$ cat config.mk
export PLATFORM = sky130hd
export DESIGN_NAME = stream_mux_n_flat
export DESIGN_NICKNAME = d
export VERILOG_FILES = /design/src/rtl/stream_mux_n_if.sv /design/src/rtl/stream_mux_n.sv /design/src/flat_wrapper.sv
export SDC_FILE = /design/constraint.sdc
export NUM_CORES = 1
export LEC_CHECK = 0
export CORE_AREA = 3 3 70 72
export CTS_BUF_LIST = sky130_fd_sc_hd__clkbuf_8
export CTS_CLUSTER_DIAMETER = 40
export CTS_CLUSTER_SIZE = 10
export DETAILED_ROUTE_END_ITERATION = 8
export DIE_AREA = 0 0 73 75
export PLACE_DENSITY = 0.81
export SLEW_MARGIN = 15
export SYNTH_ARGS = -nofsm -noshare
export SYNTH_HDL_FRONTEND = slang
export SYNTH_SLANG_ARGS = --single-unit
export TNS_END_PERCENT = 5
$ cat constraint.sdc
create_clock -name clk -period 2.83 [get_ports clk]
set_input_delay 0.4245 -clock clk [delete_from_list [all_inputs] [get_ports clk]]
set_output_delay 0.4245 -clock clk [all_outputs]
set_load 0.05 [all_outputs]
$ cat src/rtl/stream_mux_n_if.sv
// Handshake bundle for stream_mux_n: N input channels, one registered output,
// plus the mode/sel controls. The mux uses the slave modport, the environment uses master.
interface stream_mux_n_if #(
   parameter int WIDTH    = 16,
   parameter int CHANNELS = 4
);
   localparam int SEL_W = (CHANNELS > 1) ? $clog2(CHANNELS) : 1;

   logic [CHANNELS*WIDTH-1:0] in_data;
   logic [CHANNELS-1:0]       in_valid;
   logic [CHANNELS-1:0]       in_ready;
   logic                      mode;
   logic [SEL_W-1:0]          sel;
   logic [WIDTH-1:0]          out_data;
   logic                      out_valid;
   logic                      out_ready;
   logic [SEL_W-1:0]          out_chan;

   modport slave (
      input  in_data, in_valid, mode, sel, out_ready,
      output in_ready, out_data, out_valid, out_chan
   );

   modport master (
      output in_data, in_valid, mode, sel, out_ready,
      input  in_ready, out_data, out_valid, out_chan
   );
endinterface

$ cat src/rtl/stream_mux_n.sv
// N-channel registered stream mux with direct-select and round-robin modes.
// Optional STREAM_MUX_XFER_CNT_EN adds a saturating 16-bit output handshake counter.
module stream_mux_n #(
   parameter int WIDTH    = 16,
   parameter int CHANNELS = 4
) (
   input  logic          clk,
   input  logic          rst_n,
   stream_mux_n_if.slave bus
`ifdef STREAM_MUX_XFER_CNT_EN
   ,
   output logic [15:0]   xfer_cnt
`endif
);
   localparam int SEL_W = (CHANNELS > 1) ? $clog2(CHANNELS) : 1;

   logic [WIDTH-1:0] out_data_q, out_data_d;
   logic [SEL_W-1:0] out_chan_q, out_chan_d;
   logic [SEL_W-1:0] rr_ptr_q, rr_ptr_d;
   logic             out_valid_q, out_valid_d;
   logic             load_en;
   logic             cand_vld;
   logic [SEL_W-1:0] cand;
   logic [SEL_W-1:0] nxt;
   logic             xfer;

   assign load_en = !out_valid_q || bus.out_ready;

   // Candidate channel: sel in direct mode, first valid after rr_ptr otherwise
   always_comb begin
      cand_vld = 1'b0;
      cand     = '0;
      nxt      = '0;
      if (!bus.mode) begin
         if (int'(bus.sel) < CHANNELS) begin
            cand_vld = 1'b1;
            cand     = bus.sel;
         end
      end else begin
         for (int k = 1; k <= CHANNELS; k++) begin
            nxt = SEL_W'((int'(rr_ptr_q) + k) % CHANNELS);
            if (!cand_vld && bus.in_valid[nxt]) begin
               cand_vld = 1'b1;
               cand     = nxt;
            end
         end
      end
   end

   assign xfer = rst_n && cand_vld && bus.in_valid[cand] && load_en;

   always_comb begin
      bus.in_ready = '0;
      if (rst_n && cand_vld) bus.in_ready[cand] = load_en;
   end

   always_comb begin
      out_data_d  = out_data_q;
      out_chan_d  = out_chan_q;
      out_valid_d = out_valid_q;
      rr_ptr_d    = rr_ptr_q;
      if (xfer) begin
         out_data_d  = bus.in_data[int'(cand)*WIDTH +: WIDTH];
         out_chan_d  = cand;
         out_valid_d = 1'b1;
         if (bus.mode) rr_ptr_d = cand;
      end else if (out_valid_q && bus.out_ready) begin
         out_valid_d = 1'b0;
      end
   end

   always_ff @(posedge clk or negedge rst_n) begin
      if (!rst_n) begin
         out_data_q  <= '0;
         out_chan_q  <= '0;
         out_valid_q <= 1'b0;
         rr_ptr_q    <= SEL_W'(CHANNELS - 1);
      end else begin
         out_data_q  <= out_data_d;
         out_chan_q  <= out_chan_d;
         out_valid_q <= out_valid_d;
         rr_ptr_q    <= rr_ptr_d;
      end
   end

   assign bus.out_data  = out_data_q;
   assign bus.out_chan  = out_chan_q;
   assign bus.out_valid = out_valid_q;

`ifdef STREAM_MUX_XFER_CNT_EN
   logic [15:0] xfer_cnt_q, xfer_cnt_d;

   always_comb begin
      xfer_cnt_d = xfer_cnt_q;
      if (out_valid_q && bus.out_ready && xfer_cnt_q != 16'hFFFF) xfer_cnt_d = xfer_cnt_q + 16'd1;
   end

   always_ff @(posedge clk or negedge rst_n) begin
      if (!rst_n) xfer_cnt_q <= '0;
      else        xfer_cnt_q <= xfer_cnt_d;
   end

   assign xfer_cnt = xfer_cnt_q;
`endif
endmodule

$ cat src/flat_wrapper.sv
// flat-port wrapper written by rule: the top's interface ports become plain ports
module stream_mux_n_flat 
#(
   parameter int WIDTH    = 16,
   parameter int CHANNELS = 4
)
  (clk, rst_n, bus_in_data, bus_in_valid, bus_mode, bus_sel, bus_out_ready, bus_in_ready, bus_out_data, bus_out_valid, bus_out_chan);
  stream_mux_n_if #(.WIDTH(WIDTH), .CHANNELS(CHANNELS)) bus_i ();
  input  logic clk;
  input  logic rst_n;
  input wire logic [$bits(bus_i.in_data)-1:0] bus_in_data;
  input wire logic [$bits(bus_i.in_valid)-1:0] bus_in_valid;
  input wire logic [$bits(bus_i.mode)-1:0] bus_mode;
  input wire logic [$bits(bus_i.sel)-1:0] bus_sel;
  input wire logic [$bits(bus_i.out_ready)-1:0] bus_out_ready;
  output wire logic [$bits(bus_i.in_ready)-1:0] bus_in_ready;
  output wire logic [$bits(bus_i.out_data)-1:0] bus_out_data;
  output wire logic [$bits(bus_i.out_valid)-1:0] bus_out_valid;
  output wire logic [$bits(bus_i.out_chan)-1:0] bus_out_chan;
  assign bus_i.in_data = bus_in_data;
  assign bus_i.in_valid = bus_in_valid;
  assign bus_i.mode = bus_mode;
  assign bus_i.sel = bus_sel;
  assign bus_i.out_ready = bus_out_ready;
  assign bus_in_ready = bus_i.in_ready;
  assign bus_out_data = bus_i.out_data;
  assign bus_out_valid = bus_i.out_valid;
  assign bus_out_chan = bus_i.out_chan;
  stream_mux_n #(.WIDTH(WIDTH), .CHANNELS(CHANNELS)) u_core (.clk(clk), .rst_n(rst_n), .bus(bus_i));
endmodule
==> Word-level counts from Yosys, hierarchy flattened <==
Index checks and enable logic that the tools add are counted.
{ "totals": {"reg_bits": 21, "inputBits": 74, "out_inout_bits": 23, "wordCells": 59} }
{ "op_classes": {"addsub": 4, "order_cmp": 6, "shifts": 1, "muxes": 28, "n_bitwise": 1, "n_reduce_logical": 15} }
{ "op_table": {"columns": ["cell", "n"], "rows": [
  ["$shiftx A64 B7 Y16", 1],
  ["$mux W1", 16],
  ["$lt A2 B3 Y1 const B", 5],
  ["$bmux W1 S2", 5],
  ["$mux W2", 5],
  ["$logic_and A1 B1 Y1", 8],
  ["$add A2 B1 Y2 const B", 2],
  ["$add A2 B2 Y2 const B", 2],
  ["$and A4 B4 Y4", 1],
  ["$logic_not A1 Y1", 4],
  ["$mux W4", 1],
  ["$demux W1 S2", 1],
  ["$ge A2 B1 Y1 const B", 1],
  ["$reduce_and A2 Y1", 1],
  ["$reduce_bool A2 Y1", 1],
  ["$logic_or A1 B1 Y1", 1]
]} }

==> Logic depth before layout (Yosys ltp) <==
Gate-level depths: netlist of the first run.
{ "depth": {"depth_word": 23, "depth_mapped": 11, "depth_no_buf": 7} }

==> Worst setup path after synthesis of the first run <==
OpenSTA, ideal clock, no wires.
{ "synth_path": {"kind": "register -> output", "start": "register u_core.rr_ptr_q[0]", "end": "output port bus_in_ready[2]", "arrival_ps": 2436, "t_required_ps": 2406, "path_slack_ps": -31, "path_stages_with_launch": 10, "path_buffers": 3, "cell_sequence": "dfstp_2 -> buf_2 -> inv_1 -> nor3_1 -> a221oi_1 -> a2bb2oi_2 -> buf_6 -> buf_4 -> or2_2 -> nor2_1"} }
{ "synth_between": {"elab_chain_len": 23, "word_cells_on_any_way": 39, "classes_between": "4 x add/sub; 2 x order compare; 24 x mux; 1 x bitwise; 8 x reduce/logical"} }
{ "synth_rtl": {"columns": ["item", "line", "rtl"], "rows": [
  ["start: declaration", "stream_mux_n.sv:19", "logic [SEL_W-1:0] rr_ptr_q, rr_ptr_d;"],
  ["start signal: assignment", "stream_mux_n.sv:77", "rr_ptr_q <= SEL_W'(CHANNELS - 1);"],
  ["start signal: assignment", "stream_mux_n.sv:82", "rr_ptr_q <= rr_ptr_d;"],
  ["$add A2 B1 Y2", "stream_mux_n.sv:41", "nxt = SEL_W'((int'(rr_ptr_q) + k) % CHANNELS);"],
  ["$bmux W1 S2", "stream_mux_n.sv:42", "if (!cand_vld && bus.in_valid[nxt]) begin"],
  ["$mux W1 (implied by the code)", "stream_mux_n.sv:42", null],
  ["$mux W1", "stream_mux_n.sv:42", null],
  ["$mux W1", "stream_mux_n.sv:34", "if (!bus.mode) begin"],
  ["$logic_not A1 Y1", "stream_mux_n.sv:42", null],
  ["$logic_and A1 B1 Y1", "stream_mux_n.sv:42", null],
  ["$mux W1", "stream_mux_n.sv:42", null],
  ["(+7 left out)", null, null],
  ["$mux W2", "stream_mux_n.sv:42", null],
  ["$mux W2", "stream_mux_n.sv:34", null],
  ["$lt A2 B3 Y1 (implied by the code) / $ge A2 B1 Y1 (equally long branches)", "stream_mux_n.sv:54", "if (rst_n && cand_vld) bus.in_ready[cand] = load_en;"],
  ["$logic_and A1 B1 Y1 (implied by the code)", "stream_mux_n.sv:54", null],
  ["$mux W1 (implied by the code)", "stream_mux_n.sv:54", null],
  ["$demux W1 S2", null, null],
  ["$and A4 B4 Y4 (no source line)", null, null],
  ["$mux W4 *", "stream_mux_n.sv:54", null],
  ["end: declaration", "flat_wrapper.sv:16", "output wire logic [$bits(bus_i.in_ready)-1:0] bus_in_ready;"]
]} }
Mark *: on every way between the ends. The rest lies on a longest branch, timed or not. The select of a mux whose other input is x is not followed.

==> Worst setup path in the final report of the first run <==
{ "layout_path": {"start": "input port bus_in_valid[2]", "end": "output port bus_in_ready[1]"} }
{ "layout_between": {"elab_chain_len": 22, "word_cells_on_any_way": 35, "classes_between": "2 x order compare; 24 x mux; 1 x bitwise; 8 x reduce/logical"} }
{ "layout_rtl": {"columns": ["item", "line", "rtl"], "rows": [
  ["start: declaration", "flat_wrapper.sv:12", "input wire logic [$bits(bus_i.in_valid)-1:0] bus_in_valid;"],
  ["$bmux W1 S2", "stream_mux_n.sv:42", null],
  ["$mux W1 (implied by the code)", "stream_mux_n.sv:42", null],
  ["$mux W1", "stream_mux_n.sv:42", null],
  ["$mux W1", "stream_mux_n.sv:34", null],
  ["$logic_not A1 Y1", "stream_mux_n.sv:42", null],
  ["$logic_and A1 B1 Y1", "stream_mux_n.sv:42", null],
  ["$mux W1", "stream_mux_n.sv:42", null],
  ["$mux W1", "stream_mux_n.sv:34", null],
  ["(+6 left out)", null, null],
  ["$mux W2", "stream_mux_n.sv:42", null],
  ["$mux W2", "stream_mux_n.sv:34", null],
  ["$lt A2 B3 Y1 (implied by the code) / $ge A2 B1 Y1 (equally long branches)", "stream_mux_n.sv:54", null],
  ["$logic_and A1 B1 Y1 (implied by the code)", "stream_mux_n.sv:54", null],
  ["$mux W1 (implied by the code)", "stream_mux_n.sv:54", null],
  ["$demux W1 S2", null, null],
  ["$and A4 B4 Y4 (no source line)", null, null],
  ["$mux W4 *", "stream_mux_n.sv:54", null]
]} }
Marked as above.

==> results.md, run 1 <==
- The run finished with clean final reports.
- The detailed-routing iteration count for the pre-antenna-repair pass is 4.
- Based on the critical path, the design can be clocked at up to around 0.37 GHz.
- The biggest fanout along the worst timing path is 5.
- The number of routed nets with antenna violations is 0.
- The synthesized design devotes to its leading area cell type between 20 and 30% of total area.
- The area added between synthesis and finish is 71.9%.
- Counting cells, the worst reg-to-reg path comes to 10.
- Sorting the synthesized cells by area gives the leading types as sky130_fd_sc_hd__mux2i_1 (29%), sky130_fd_sc_hd__dfrtp_1 (28%), sky130_fd_sc_hd__mux2_4 (7.8%).
- The post-route fraction of the period consumed by the critical path is 96.0%.
- The total area inside the core boundary comes to 4350 sq um.
- For the worst-skew pair, the clock arrives at the later sink with an insertion delay of roughly 0.25 ns.
- The number of violations of the max-capacitance limit is 0.
- The largest voltage drop on the vdd net is about 410 uV.
- Among all stages on the critical path, the largest delay is contributed by sky130_fd_sc_hd__clkdlybuf4s50_1.
- The worst setup path is captured at an output port.
- The area of the die is approximately 5500 sq um.
- The number of levels in the clock H-tree is 1.
- The final count of pins violating max slew is 0.
- The ratio of total power to cell area is 838 nW/um^2.
- Hold timing on the final database bottoms out at a slack of slightly above 0.5 ns.
- The count of buffering cells on the critical path with inverters included is 4.
- The biggest area consumer among synthesized cells is sky130_fd_sc_hd__mux2i_1.
- TritonCTS built the clock tree.
- The synthesized netlist contains 41 unique library cells.
- The final wirelength is around 4.6 mm.
- The cell at the root of the clock tree is sky130_fd_sc_hd__clkbuf_8.
- The antenna diode instance count is 0.
- The routed length per instance is around 14 um.
- The non-filler instance count after layout is approximately 320.
- The TritonCTS sink count is 21.
- The total power after layout is around 2.5 mW.
- The starting DRC count in detailed routing is 33.
- In this run the core area contains 24 standard-cell rows.
- The final weighted congestion in routability-driven placement is ~0.79.
- For the pin with the worst max-slew slack, the measured transition is just over 0.5 ns.
- The count of placed standard cells including taps is a little over 300.
- Counting every net in the synthesized netlist gives between 200 and 250.
- The initial antenna violation count is 0.
- The worst setup path category is input pin to output port.
- The detailed placer's ending HPWL is 3.67 mm.
- The clock tree buffer depth is 2.
- The critical register-to-register path endpoint is u_core.bus.out_data[5].
- The maximum cell stage delay along the critical path is approximately 0.46 ns.
- The initial core utilization is between 30% and 40%.
- Counting the buffers created by CTS gives 3.
- Counting the fill cells in the layout gives ~370.
- Counting every instance in the synthesized netlist gives between 150 and 200.
- The worst hold path depth is 1.
- The worst register-to-register path begins at u_core.rr_ptr_q[0].
- The per-instance average area after synthesis is between 10 and 15 sq um.
- Cells with a size suffix above 1 make up between 20% and 30% of the layout.
- The number of synthesized register bits is 21.
- The number of input and output port buffers inserted is between 90 and 100.
- The worst pin sits at a relative slew slack of roughly 65%.
- The path type of the worst min-delay path is flip-flop to flip-flop.
- Across all layers, the routed design uses approximately 1600 vias.
- The worst setup path is launched from an input pin.
- On the final layout, the worst clock skew is a little under 0.003 ns.
- Setup repair after global routing left no endpoint under its margin.
- Clock-pin slew was measured on the worst setup and hold paths at approximately 0.07 ns.
- The Yosys step of the flow raised 0 warnings.
- The number of hold violations in the final report is 0.
- The via count of the first global-routing pass is ~1600.
- The die is between 70 and 80 um tall.
- The static leakage power is around 1.4 nW.
- Global routing used between 10% and 20% of the available tracks.
- Data on the critical path is required at its endpoint by 2.41 ns.
- The horizontal extent of the die is ~73 um.
- The aggregate global routing overflow is 0.
- The sequential share of the synthesized area is 30.6%.
- Setup total negative slack on the finished layout was measured at 0 ns.
- The top-level port count is 97.
- The endpoint of the worst hold path is u_core.bus.out_data[1].
- The number of nets in the layout is 341.
- The global-route wire length before repair is just over 7 mm.
- In this run the most critical hold path is launched from u_core.bus.out_data[1].
- After detailed routing, the number of remaining DRC violations is 0.
- Entering global routing, the biggest net connects 18 pins.
- Setup violations remaining at the end of the flow were counted as 0.
- Counting I/O delays and the setup requirement, the final critical path takes 2.72 ns.
- Walking the worst path, the cells encountered are clkdlybuf4s50_1, buf_4, nand2b_1, a21o_1, o311a_1, a21oi_2, inv_1, nor2_2, buf_12.
- At the worst endpoint, the arrival time is 2.29 ns.
- Using the TritonRoute via totals, the vias-per-cell ratio works out to 5.11.
- Among cell families on the critical path, the largest total delay comes from buffers and inverters.
- The setup slack of the worst register-to-register path is around 0.24 ns.
- The synthesized netlist occupies a cell area of about 1700 sq um.
==> layout by cell type (no fill, tap or decap), types with 2 or more instances in the layout <==
cell type,instances
sky130_fd_sc_hd__clkdlybuf4s50_1,89
sky130_fd_sc_hd__mux2i_1,50
sky130_fd_sc_hd__dfrtp_1,19
sky130_fd_sc_hd__buf_4,18
sky130_fd_sc_hd__mux2_4,9
sky130_fd_sc_hd__mux2_2,8
sky130_fd_sc_hd__nor2_1,5
sky130_fd_sc_hd__nand2b_1,4
sky130_fd_sc_hd__inv_1,4
sky130_fd_sc_hd__buf_12,4
sky130_fd_sc_hd__nand4_1,3
sky130_fd_sc_hd__nor2_2,3
sky130_fd_sc_hd__clkbuf_8,3
sky130_fd_sc_hd__nor2b_1,2
sky130_fd_sc_hd__nand3b_1,2
sky130_fd_sc_hd__or2_4,2
sky130_fd_sc_hd__nor4_1,2
sky130_fd_sc_hd__a31oi_1,2
sky130_fd_sc_hd__nand3_1,2
sky130_fd_sc_hd__a32oi_1,2
sky130_fd_sc_hd__dlymetal6s2s_1,2
sky130_fd_sc_hd__buf_6,2
sky130_fd_sc_hd__dfstp_2,2
==> power by group <==
part           leakage, nW  internal, mW  total (mW)  switching, mW
clock network       0.0255        0.0977       0.189         0.0910
logic                 1.11         0.797        1.72          0.925
registers            0.246         0.461       0.574          0.113
==> sequential cells by signal, summed over array words and instances, names as in the netlist <==
name	cells
u_core.bus.out_chan	2
u_core.bus.out_data	16
u_core.bus.out_valid	1
u_core.rr_ptr_q	2
==> layout make-up <==
| class | count | area, sq um | share of cell area [%] |
|---|---|---|---|
| Timing Repair Buffer | 118 | 1180 | 39.9 |
| Multi-Input combinational cell | 119 | 1130 | 38.0 |
| Sequential cell | 21 | 528 | 17.8 |
| Tap cell | 52 | 65.1 | 2.20 |
| Clock buffer | 3 | 41.3 | 1.39 |
| Inverter | 4 | 15.0 | 0.507 |
| Clock inverter | 1 | 5.00 | 0.169 |
==> logic make-up after synthesis <==
kind of cell	share of synthesized area (%)
multiplexers	43.4
AND/OR/NAND/NOR	10.2
flip-flops	30.6
AO/OA/AOI/OAI	8.56
buffers and inverters	7.18
==> through the flow <==
stage                     utilization, %  setup slack (ns)  area, sq um
after floorplan                        -           -0.0309         1720
after global placement              65.2           -0.0494         2840
after detailed placement            65.2           -0.0982         2840
after CTS                           66.9            0.0204         2910
after global routing                68.1            0.0125         2960
final                               68.1             0.112         2960
==> cells in the mapped netlist <==
cell / n
sky130_fd_sc_hd__mux2i_1: 50
sky130_fd_sc_hd__dfrtp_1: 19
sky130_fd_sc_hd__mux2_4: 9
sky130_fd_sc_hd__nor2_1: 9
sky130_fd_sc_hd__mux2_2: 8
sky130_fd_sc_hd__buf_2: 5
sky130_fd_sc_hd__inv_1: 4
sky130_fd_sc_hd__nand2b_1: 4
sky130_fd_sc_hd__buf_4: 3
sky130_fd_sc_hd__buf_6: 3
sky130_fd_sc_hd__nand4_1: 3
sky130_fd_sc_hd__a21oi_1: 2
sky130_fd_sc_hd__a31oi_1: 2
sky130_fd_sc_hd__a32oi_1: 2
sky130_fd_sc_hd__dfstp_2: 2
sky130_fd_sc_hd__nand2_1: 2
sky130_fd_sc_hd__nand3_1: 2
sky130_fd_sc_hd__nand3b_1: 2
sky130_fd_sc_hd__nor2b_1: 2
sky130_fd_sc_hd__nor4_1: 2
sky130_fd_sc_hd__o21ai_0: 2
sky130_fd_sc_hd__or2_2: 2
sky130_fd_sc_hd__a211o_1: 1
sky130_fd_sc_hd__a21o_1: 1
sky130_fd_sc_hd__a221oi_1: 1
sky130_fd_sc_hd__a2bb2oi_2: 1
sky130_fd_sc_hd__a31o_1: 1
sky130_fd_sc_hd__a32o_1: 1
sky130_fd_sc_hd__and4_1: 1
sky130_fd_sc_hd__buf_1: 1
sky130_fd_sc_hd__buf_12: 1
sky130_fd_sc_hd__clkbuf_1: 1
sky130_fd_sc_hd__mux4_2: 1
sky130_fd_sc_hd__nor3_1: 1
sky130_fd_sc_hd__o21ai_1: 1
sky130_fd_sc_hd__o22ai_1: 1
sky130_fd_sc_hd__o2bb2ai_1: 1
sky130_fd_sc_hd__o311a_1: 1
sky130_fd_sc_hd__o41ai_1: 1
sky130_fd_sc_hd__or2_1: 1
sky130_fd_sc_hd__or3b_1: 1
==> worst max path at each step <==
stage | to | startpoint | cells after the start | slack [ns]
after floorplan | bus_in_ready[2] | u_core.rr_ptr_q[0] | 9 | -0.03
after global placement | u_core.bus.out_data[2] | bus_in_valid[0] | 10 | -0.05
after detailed placement | u_core.bus.out_data[10] | bus_in_valid[0] | 9 | -0.1
after CTS | bus_in_ready[3] | bus_in_valid[0] | 10 | 0.02
after global routing | bus_in_ready[1] | bus_in_valid[2] | 9 | 0.01
final | bus_in_ready[1] | bus_in_valid[2] | 9 | 0.11
==> routing by layer <==
layer / wire (um) / GRT usage (%)
met2: 2280 / 28.9
met3: 497 / 5.87
met4: 13 / 2.66
met1: 1800 / 19.1
met5: 0 / 0
==> timing repair <==
action	4_1_cts	5_1_grt
setup endpoints to repair	4	20
setup buffers	1	2
resized for setup	8	11
hold buffers	0	0
pin swaps	4	4
Note: power is estimated with default switching activity, not from simulation.
==> run 2, diff against run 1 <==
Settings changed: GPL_TIMING_DRIVEN set to 0, PLACE_DENSITY 0.81 to unset, PLACE_DENSITY_LB_ADDON set to 0.05, TNS_END_PERCENT 5 to 20.
==> run 2 against run 1 <==
Compared with the run above:
- final cell count down 1.6%
- routed wire length rose by 3.4%
- flip-flop and latch count stayed put
- critical endpoint is now bus_in_ready[3]
- design area decreased by 2.3%
- setup slack lost 0.026 ns
- highest routed layer unchanged
- worst hold slack worse by 0.36 ns
- largest cell class is now multi-input gates
- global-route usage grew 0.77 points
- largest power group unchanged
==> results.md, run 2 (same netlist as run 1, synthesis figures left out) <==
- The flow ran to the end, and the final reports show no timing, DRC or antenna violations.
- The first routing iteration left a little over 80 violations.
- The internal portion of total power is 1.34 mW.
- Power spread over the standard cell area amounts to approximately 860 nW/um^2.
- For met3 alone, demand over resource in global routing was between 3 and 4%.
- The most common cell after layout, fill and taps aside is sky130_fd_sc_hd__clkdlybuf4s50_1.
- TritonCTS built the clock tree.
- In this run, the combinational gates consume between 70% and 80% of the power.
- Counting every sink on the clock net gives 21.
- Of all nets on the critical path, the largest fanout is 10.
- The non-filler instance count after layout is about 310.
- The clock insertion delay at the later pin of the skew report is between 0.2 and 0.3 ns.
- In the final design database the tool counted between 300 and 400 nets.
- The floorplan step defined a die boundary enclosing about 5500 sq um.
- The path type of the worst min-delay path is input pin to asynchronous set/reset pin.
- Once the floorplan was initialized, standard cells occupied around two fifths of the core.
- STA classifies the critical path endpoint as an output port.
- The aggregate global-route resource usage is roughly 17%.
- The number of routed nets with antenna violations is 0.
- The worst max-slew margin expressed relative to the limit is 63.7%.
- For the final database, setup skew stands at approximately 0.0065 ns.
- The share of total power dissipated in the clock network is 7.9%.
- The transition at the pin with the smallest max-transition slack is between 0.5 and 0.6 ns.
- The remaining design rule violation count is 0.
- The setup slack of the worst register-to-register path is 0.15 ns.
- The worst register-to-register path ends at u_core.bus.out_data[7].
- The fraction of layout cells with a size suffix above 1 is 21.8%.
- Setup repair after global routing left no endpoint under its margin.
- After detailed routing, the average wire length per cell comes to 15.2 um.
- Data on the critical path arrives at its endpoint at around 2.3 ns.
- Using the TritonRoute via totals, the vias-per-cell ratio works out to 5.26.
- The via count is around 1600.
- The final weighted congestion in routability-driven placement is around 0.75.
- The final cell utilization of the core is 66.5%.
- Counting cells, the worst reg-to-reg path comes to 12.
- The static leakage power is about 1.3 nW.
- Summed over all nets, the switching power comes to 1.14 mW.
- The final count of pins violating max slew was 0.
- The largest voltage drop on the vdd net is 442 uV.
- The number of violations of the max-capacitance limit is 0.
- The number of setup violations in the final report is 0.
- The top cell types in the final layout, fill and taps aside, are sky130_fd_sc_hd__clkdlybuf4s50_1 (86), sky130_fd_sc_hd__mux2i_1 (49), sky130_fd_sc_hd__dfrtp_1 (19), sky130_fd_sc_hd__buf_6 (10).
- The clock transition at the register clock pins on the worst setup and hold paths after CTS is ~0.08 ns.
- After detailed placement, the design holds a cell count of just over 300.
- The die height is roughly 75 um.
- The top-level port count is between 90 and 100.
- met2 is the most crowded layer.
- Summed over all nets, the half-perimeter wirelength after detailed placement is 3.53 mm.
- Registers are responsible for 22.0% of the overall power.
- The first global-routing pass estimated between 7 and 8 mm of wire.
- The worst setup path is launched from a flip-flop.
- The flip-flop count of the largest register, all copies and words added is 16.
- For the finished layout, the period the worst path requires is ~2.7 ns.
- Entering global routing, the biggest net connects 26 pins.
- The number of hold violations in the final report came to 0.
- The fmax is 0.364 GHz.
- The number of levels in the clock H-tree is 1.
- The worst endpoint required time is 2.41 ns.
- The met1 track demand over resource is 23.4%.
- The clock tree buffer depth is 2.
- The worst path uses roughly 97% of the clock period.
- The total area of multi-input combinational cells is ~1100 sq um.
- By startpoint and endpoint, the worst setup path is classified as flip-flop to output port.
- The met2 layer usage reported by global route is 28.2%.
- Input and output buffers added on the ports amount to between 90 and 100.
- Measured along the x axis, the die boundary spans approximately 73 um.
- The first TritonRoute pass finished after 4 iterations.
- The cell row count is 24.
- The core region is between 4000 and 5000 sq um.
- 0 antenna diodes ended up in the layout.
- The initial antenna violation count is 0.
- Compared with the post-synthesis result, the final layout area differs by 67.9%.
- The via count of the first global-routing pass is 1529.
- Fill cells in the final layout number 376.
- After detailed routing, the total wire length is 4.75 mm.
- The switching power as a share of total power is a little under half.
- The startpoint identified for the worst register-to-register timing path is u_core.rr_ptr_q[0].
- The area used by sequential logic in the layout is ~530 sq um.
- The total CTS buffers is 3.
- The aggregate global routing overflow is 0.
- CTS placed an instance of sky130_fd_sc_hd__clkbuf_8 at the clock tree root.
[run 2: power by group through the flow]
stage,Sequential [mW],Clock (mW),Combinational [mW]
2_1_floorplan,1.02,0,0.657
3_3_place_gp,0.535,0,1.65
3_5_place_dp,0.541,0,1.65
4_1_cts,0.543,0.198,1.72
5_1_grt,0.569,0.211,1.83
6_report,0.545,0.195,1.74
[run 2: stage by stage]
step | setup TNS, ns | hold slack, ns | setup slack, ns | power (mW) | instance area, sq um
after floorplan | -0.0903 | 0.129 | -0.0309 | 1.67 | 1720
after global placement | -6.39 | 0.470 | -0.948 | 2.18 | 2730
after detailed placement | -6.62 | 0.477 | -0.940 | 2.19 | 2730
after CTS | 0 | 0.496 | 0.0419 | 2.46 | 2860
after global routing | 0 | 0.175 | 0.00112 | 2.61 | 2900
final | 0 | 0.143 | 0.0860 | 2.48 | 2900
[run 2: cell type report]
type / instances / area share [%]
clock buffers: 3 / 1.43
multi-input cells: 119 / 38.7
plain buffers: 14 / 5.06
inverters: 4 / 0.519
well taps: 52 / 2.25
flip-flops and latches: 21 / 18.2
repair buffers: 99 / 33.7
clock inverters: 1 / 0.130
[run 2: worst max-delay path by stage]
stage / from / to / slack (ns) / cells past startpoint
2_1_floorplan: u_core.rr_ptr_q[0] / bus_in_ready[2] / -0.03 / 9
3_3_place_gp: bus_in_valid[2] / bus_in_ready[1] / -0.95 / 9
3_5_place_dp: bus_in_valid[2] / bus_in_ready[0] / -0.94 / 9
4_1_cts: u_core.rr_ptr_q[1] / bus_in_ready[3] / 0.04 / 9
5_1_grt: u_core.rr_ptr_q[1] / bus_in_ready[3] / 0.001 / 10
6_report: u_core.rr_ptr_q[1] / bus_in_ready[3] / 0.09 / 10
[run 2: critical path, cell delays in order (launching register included)]
cell and delay, ns:
sky130_fd_sc_hd__dfstp_2 0.58, sky130_fd_sc_hd__buf_4 0.19, sky130_fd_sc_hd__nand3b_1 0.14, sky130_fd_sc_hd__o41ai_4 0.08, sky130_fd_sc_hd__a221oi_2 0.07, sky130_fd_sc_hd__a2bb2oi_2 0.17, sky130_fd_sc_hd__buf_6 0.13, sky130_fd_sc_hd__buf_12 0.12
sky130_fd_sc_hd__or2_2 0.32, sky130_fd_sc_hd__nor2_2 0.10, sky130_fd_sc_hd__buf_6 0.16
[run 2: routing by layer]
| layer | vias up | wire length (um) |
|---|---|---|
| met5 | - | 0 |
| met4 | 0 | 34 |
| met3 | 6 | 372 |
| met2 | 71 | 2320 |
| met1 | 774 | 2030 |
| li1 | 794 | - |
[run 2: what timing repair did]
action / CTS / global route
setup buffers: 4 / 1
gates cloned: 0 / 0
hold endpoints to repair: 0 / 0
pin swaps: 4 / 0
resized for setup: 47 / 8
hold buffers: 0 / 0
endpoints found under the setup margin: 4 / 13
